[src/rtl/conv_enc_k3.sv]
// rtl/conv_enc_k3.sv - rate-1/2 K=3 convolutional encoder (G0=111, G1=101), valid/ready in and out.
// CONV_TAIL_EN: append two zero tail symbols per frame and return the encoder state to 00.
module conv_enc_k3 #(
  parameter int FRAME_LEN = 16
) (
  input  logic       clk,
  input  logic       rst_n,
  input  logic       in_valid,
  output logic       in_ready,
  input  logic       in_bit,
  output logic       out_valid,
  input  logic       out_ready,
  output logic [1:0] out_sym,
  output logic       out_sof,
  output logic       out_eof,
  output logic       busy
);

  localparam int CW = $clog2(FRAME_LEN + 2);

`ifdef CONV_TAIL_EN
  typedef enum logic [1:0] {IDLE = 2'd0, DATA = 2'd1, TAIL = 2'd2} state_t;
`else
  typedef enum logic [1:0] {IDLE = 2'd0, DATA = 2'd1} state_t;
`endif

  state_t        state, state_nxt;
  logic [1:0]    s, s_nxt;
  logic [CW-1:0] cnt, cnt_nxt;
  logic          in_tail;
  logic          out_free;
  logic          accept;
  logic          load;
  logic          d;
  logic          last_data;
  logic          eof_nxt;

`ifdef CONV_TAIL_EN
  assign in_tail = (state == TAIL);
`else
  assign in_tail = 1'b0;
`endif

  assign out_free  = !out_valid || out_ready;
  // Gated by rst_n so in_ready reads 0 while reset is held.
  assign in_ready  = rst_n && !in_tail && out_free;
  assign accept    = in_valid && in_ready;
  assign load      = accept || (in_tail && out_free);
  assign d         = in_tail ? 1'b0 : in_bit;
  assign last_data = (cnt == CW'(FRAME_LEN - 1));
  assign busy      = (state != IDLE);

  always_comb begin
    state_nxt = state;
    cnt_nxt   = cnt;
    s_nxt     = s;
    eof_nxt   = 1'b0;
    if (load) begin
      cnt_nxt = cnt + CW'(1);
      s_nxt   = {d, s[1]};
      case (state)
        IDLE, DATA: begin
          if (last_data) begin
`ifdef CONV_TAIL_EN
            state_nxt = TAIL;
`else
            // Without a tail the shift register carries over into the next frame.
            state_nxt = IDLE;
            cnt_nxt   = '0;
            eof_nxt   = 1'b1;
`endif
          end else begin
            state_nxt = DATA;
          end
        end
`ifdef CONV_TAIL_EN
        TAIL: begin
          if (cnt == CW'(FRAME_LEN + 1)) begin
            state_nxt = IDLE;
            cnt_nxt   = '0;
            s_nxt     = 2'b00;
            eof_nxt   = 1'b1;
          end
        end
`endif
        default: state_nxt = IDLE;
      endcase
    end
  end

  always_ff @(posedge clk or negedge rst_n) begin
    if (!rst_n) begin
      state <= IDLE;
    end else begin
      state <= state_nxt;
    end
  end

  always_ff @(posedge clk or negedge rst_n) begin
    if (!rst_n) begin
      s         <= 2'b00;
      cnt       <= '0;
      out_valid <= 1'b0;
      out_sym   <= 2'b00;
      out_sof   <= 1'b0;
      out_eof   <= 1'b0;
    end else begin
      s   <= s_nxt;
      cnt <= cnt_nxt;
      if (load) begin
        out_valid <= 1'b1;
        out_sym   <= {d ^ s[1] ^ s[0], d ^ s[0]};
        out_sof   <= (state == IDLE);
        out_eof   <= eof_nxt;
      end else if (out_ready) begin
        out_valid <= 1'b0;
      end
    end
  end

endmodule

[config.mk]
export PLATFORM = sky130hd
export DESIGN_NAME = conv_enc_k3
export DESIGN_NICKNAME = d
export VERILOG_FILES = /design/src/rtl/conv_enc_k3.sv
export SDC_FILE = /design/constraint.sdc
export NUM_CORES = 1
export LEC_CHECK = 0
export ABC_AREA = 0
export BUFFER_PORTS_ARGS = -buffer_cell sky130_fd_sc_hd__buf_2
export CAP_MARGIN = 15
export CORE_UTILIZATION = 40
export CTS_CLUSTER_DIAMETER = 100
export DETAILED_ROUTE_END_ITERATION = 8
export PLACE_DENSITY = 0.63
export REMOVE_ABC_BUFFERS = 1
export SLEW_MARGIN = 40
export SYNTH_ARGS = -nofsm -noshare
export SYNTH_HDL_FRONTEND = slang
export SYNTH_SLANG_ARGS = --single-unit
[constraint.sdc]
create_clock -name clk -period 1.9 [get_ports clk]
set_input_delay 0 -clock clk [delete_from_list [all_inputs] [get_ports clk]]
set_output_delay 0 -clock clk [all_outputs]
set_load 0.1 [all_outputs]
==> flow_summary.toml, run 1 <==
[worst_setup_path]
timing.rr.start = "cnt[0]$_DFFE_PN0P_"
cp.arrival_ns = 1.61
critPathLaunchType = "register"
startpoint = "cnt[0]$_DFFE_PN0P_"
cp_max_fo = 4
critPathMaxStageDelay_ns = 0.40
end_kind = "register"
crit_chain = "ha_1 > nand3_1 > or2_4 > and2_4 > mux2_2"
cp.required_ns = 2.07
crit_slowest_cell = "dfrtp_1"
path_class = "register to register"

[clocking]
clk_pin_slew_ns = 0.08
post-cts-setup-buffers = 0
ctsResizeCount = 0
cts_made_buffers = 3
hold_buffers = 2
htreeDepth = 1
clock_sinks = 13
clk_latency_ns = 0.27
cts_root_buf = "clkbuf_4"
clockBufferDepth = 2
cts_tree = "built"

[yosys]
yosys.cell_types.count = 18
synth-seq-cells = 13
syn_area_um2 = 545.5
netlist_instances = 52
async_flop_share_pct = 100.0
postSynthAreaPerCell_um2 = 10.49
synth-edff-count = 0
yosysWarnings = 0
synth_top_area_share_pct = 59.63
synthFlopType = "dfrtp_1"
synthTopCellsByCount = "dfrtp_1, nand2_1, nand3_1"
synth.area.top_cells = "dfrtp_1, nand2_1, nand3_1"
yosysSeqAreaShare_pct = 59.63
yosys.area.top_type = "dfrtp_1"

[routing]
dr.pass1.iters = 2
viasPerCell = 4.578
first_iter_violations = 9
vias = 380
ant_nets = 0
wirelength_um = 930
route.detailed.drc = 0
routedWlPerCell_um = 11.20

[place]
hpwl_um = 669.8
port_buffers = 11
gp_congestion = 0.8142
placed_area_um2 = 620.6
preCtsSetupSlack_ns = 0.4819

[timing]
tns_ns = 0
finalHoldViolations = 0
tightest_slew_ns = 0.4868
rsz0062_at_grt = "no"
setup_slack_ns = 0.4607
fin_crit_sh_pct = 75.75
skew_ns = 0.005412
setup-violations-final = 0
fmax_mhz = 694.8
min_period_ns = 1.439
slew_headroom_pct = 67.77
slew_viol_final = 0

[grt]
first_global_vias = 367
grt_max_degree = 17
grt_pass1_wl_um = 1566
antenna_found_initial = 0
grt_util_all_layers_pct = 16.28
grt_overflow = 0

[final_layout]
area_growth_pct = 22.25
antenna_cells = 0
nets = 76
drive_above_1_share_pct = 27.54
design_area_um2 = 666.9

[power]
ir_worst_vdd_mv = 0.7317
power_density_nw_per_um2 = 1450
p_leak_nw = 0.3337

[floorplan]
core_um2 = 1186
ioPinCount = 12
die_area_um2 = 1516
die-height_um = 38.93
die_x_um = 38.93
start_util_pct = 45.99
rows = 12

[run_status]
status = "finished, final reports clean"

[worst_hold_path]
worstHoldStart = "out_ready"
hp-class = "primary input to register"

[job]
cap_violations = 0
cell families after synthesis:
group | count (synthesis) | synth area share (%)
flops | 13 | 59.63
buf+inv | 1 | 0.9166
mux | 1 | 2.064
xor+xnor | 3 | 4.817
fa+ha+maj | 1 | 2.293
simple gates | 27 | 23.40
compound gates | 6 | 6.881
per-stage QoR:
step	hold WS [ns]	power, mW	util (%)	cells
after floorplan	-0.2956	0.7277	-	51
after global placement	-0.08726	0.7922	52.32	77
after detailed placement	-0.08288	0.8018	52.32	77
after CTS	0.03323	0.9761	56.22	83
after global routing	0.06301	1.018	56.22	83
final	0.03354	0.9670	56.22	83
path summary, 6_finish.rpt:
check / slack, ns / to / depth (start not counted)
max: 0.46 / cnt[0]$_DFFE_PN0P_ / 5
max in group asynchronous: 1.52 / out_valid$_DFFE_PN0P_ / 2
min reg2reg: 0.48 / out_sym[1]$_DFFE_PN0P_ / 2
min in group asynchronous: 0.14 / cnt[2]$_DFFE_PN0P_ / 2
max reg2reg: 0.46 / cnt[0]$_DFFE_PN0P_ / 5
min: 0.03 / out_valid$_DFFE_PN0P_ / 3
sequential cells by signal (all words and copies together), names as in the netlist:
signal     flops
out_sym        2
out_eof        1
s              2
cnt            5
out_valid      1
state          1
out_sof        1
critical path, delay by kind of cell (launching register included):
kind / cells / cell delay, ns
adder cells (fa/ha/maj): 1 / 0.19
flip-flops: 1 / 0.40
multiplexers: 1 / 0.25
AND/OR/NAND/NOR: 3 / 0.50
per-layer routing:
metal	up-vias	share of wire [%]	global-route usage, %
li1	208	-	-
met5	-	0	0
met4	0	1.2	10.34
met3	2	3.7	6.936
met2	10	43	23.75
met1	160	52	19.34
placed cells by master (no fill, tap or decap):
master         Yosys  final
nand2_1           13     13
dfrtp_1           13     13
buf_2              1     11
nand3_1            5      5
o21ai_0            4      4
nor2_1             3      3
clkbuf_4           0      3
xnor2_1            2      2
dlygate4sd3_1      0      2
nand2b_1           1      1
and2_1             1      1
o21a_1             1      1
or3_1              1      1
or2_4              1      1
and3_1             1      1
and2_4             1      1
a22o_2             1      1
mux2_2             1      1
xor2_1             1      1
ha_1               1      1
clkbuf_1           0      1
buf_4              0      1
final cells by class:
cell class              instances  area [µm²]
flip-flops and latches         13       325.3
repair buffers                 14       82.58
well taps                      14       17.52
fillers                       113       519.2
clock buffers                   4       26.28
multi-input cells              38       215.2
report_power, final:
group | leakage [nW] | switching [mW] | internal, mW | total, mW
logic | 0.161 | 0.307 | 0.0971 | 0.404
clock network | 0.0150 | 0.0910 | 0.0812 | 0.172
registers | 0.158 | 0.0480 | 0.343 | 0.391
total | 0.334 | 0.446 | 0.521 | 0.967
Note: power is estimated with default switching activity, not from simulation.
==> run 2, diff against run 1 <==
Settings changed: PLACE_DENSITY 0.63 to 0.65.
Clock period 1.9 ns to 1.2 ns, I/O delays scaled along.
==> run 2 against run 1 <==
  * The flow now finishes with violations (negative setup slack)
  * Critical path depth unchanged
  * First-iteration DRC count up 11%
  * Critical path type unchanged
  * Die area unchanged
  * Clock skew down 0.0047 ns
  * Design area up 21%
  * Combinational power up 100%
  * Fmax up 3.6%
  * Utilization up 12 points
  * Register-to-register slack worse by 0.65 ns
  * Cell count up 13%
  * Sequential share of layout area down 8.5 points
==> flow_summary.toml, run 2 (synthesis gave the netlist of run 1 again) <==
[worst_setup_path]
path_buf_inv = 0
cp_top_family = "simple AND/OR/NAND/NOR gates"
crit_slowest_cell = "dfrtp_1"
critPathLaunchType = "register"
critPathMaxStageDelay_ns = 0.36
path_class = "register to register"
worst-path-stages = 5
r2r_cells = 5
crit_chain = "ha_2 > nand3_2 > or2_4 > and2_4 > mux2_2"
cp.required_ns = 1.36
end_kind = "register"
cp.arrival_ns = 1.55
cp_max_fo = 2

[timing]
min_period_ns = 1.389
finalHoldViolations = 0
timing.hold.ws_ns = 0.1370
skew_ns = 0.0007563
fmax_mhz = 720.1
slew_headroom_pct = 67.97
tightest_slew_ns = 0.4837
setup_slack_ns = -0.1887
slew_viol_final = 0
fin_crit_sh_pct = 115.7
tns_ns = -0.7053
setup-violations-final = 6
rsz0062_at_grt = "yes"

[power]
p_clk_share_pct = 15.8
pwr-share-seq_pct = 36.3
fin_total_pwr_mw = 1.710
power_density_nw_per_um2 = 2116
p_int_mw = 0.9463
p_comb_share_pct = 48.0
swShare_pct = 44.66
ir_worst_vdd_mv = 0.9873
switching_power_mw = 0.7638
p_leak_nw = 0.4046

[routing]
top_layer = "met4"
vias = 463
wl_met2_um = 551
wirelength_met1_um = 541
routedWlPerCell_um = 12.11
routed-wl-met3_um = 33
viasPerCell = 4.926
first_iter_violations = 10
wirelength_um = 1138
dr.pass1.iters = 2
route.detailed.drc = 0
ant_nets = 0

[floorplan]
die_area_um2 = 1516
die-height_um = 38.93
start_util_pct = 45.99
core_um2 = 1186
rows = 12
die_x_um = 38.93
ioPinCount = 12

[grt]
antenna_found_initial = 0
grt_overflow = 0
grt_util_all_layers_pct = 19.12
grt_max_degree = 14
grt_pass1_wl_um = 1863
first_global_vias = 474

[final_layout]
nets = 87
top_register = "cnt"
antenna_cells = 0
top_regs = "cnt (5), out_sym (2), s (2)"
drive_above_1_share_pct = 47.50
mostFrequentLayoutCells = "nand2_1, dfrtp_1, buf_2, buf_4, nand3_2"
largest_reg_flops = 5
area_growth_pct = 48.17
fin_util_pct = 68.14

[clocking]
cts_root_buf = "clkbuf_4"
clk_pin_slew_ns = 0.08
htreeDepth = 1
clk_latency_ns = 0.27
clock_sinks = 13
cts_made_buffers = 3
clockBufferDepth = 2
cts_tree = "built"

[run_status]
violations = "negative setup slack"
status = "complete, but fails checks"

[place]
hpwl_um = 749.2
gp_congestion = 0.7323
port_buffers = 11
preCtsSetupSlack_ns = -0.1876

[job]
cap_violations = 0

[worst_hold_path]
whs_path_depth = 3
hp-class = "primary input to register"
==> run 2: layer usage <==
| metal | GRT usage [%] | vias up |
|---|---|---|
| met3 | 3.468 | 2 |
| met2 | 31.67 | 11 |
| met1 | 22.06 | 221 |
| li1 | - | 229 |
| met5 | 0 | - |
| met4 | 12.93 | 0 |
==> run 2: power by group through the flow <==
stage          Clock [mW]  Combinational, mW  Sequential (mW)
5_1_grt             0.298              0.872            0.634
3_3_place_gp            0              0.718            0.616
6_report            0.270              0.820            0.620
4_1_cts             0.280              0.776            0.619
3_5_place_dp            0              0.727            0.622
2_1_floorplan           0              0.196            0.956
==> run 2: cell type report <==
class                           instances  area [µm²]
Sequential cell                        13       325.3
Clock buffer                            4       26.28
Multi-Input combinational cell         38       251.5
Tap cell                               14       17.52
Timing Repair Buffer                   25       187.7
Fill cell                              97       377.9
==> run 2: path summary, 6_finish.rpt <==
path | slack, ns | startpoint | end
min in group asynchronous | 0.22 | rst_n | cnt[4]$_DFFE_PN0P_
min | 0.14 | in_valid | cnt[1]$_DFFE_PN0P_
min reg2reg | 0.47 | out_eof$_DFFE_PN0P_ | out_eof$_DFFE_PN0P_
max | -0.19 | cnt[0]$_DFFE_PN0P_ | cnt[0]$_DFFE_PN0P_
max in group asynchronous | 0.82 | rst_n | cnt[1]$_DFFE_PN0P_
max reg2reg | -0.19 | cnt[0]$_DFFE_PN0P_ | cnt[0]$_DFFE_PN0P_
==> run 2: tightest hold or removal path: stages <==
cell and delay (ns):
buf_2 0.11, nand3_2 0.12, a22o_2 0.15
==> run 2: timing repair <==
item	4_1_cts	5_1_grt
pin swaps	1	2
endpoints found under the setup margin	6	12
hold buffers	2	0
hold endpoints to repair	14	0
resized for setup	6	7
cloned	0	0
buffers inserted	2	2
==> run 2: per-stage QoR <==
stage,instance area [µm²],cells
after floorplan,540.5,51
after global placement,695.7,85
after detailed placement,695.7,85
after CTS,773.2,93
after global routing,808.3,94
final,808.3,94
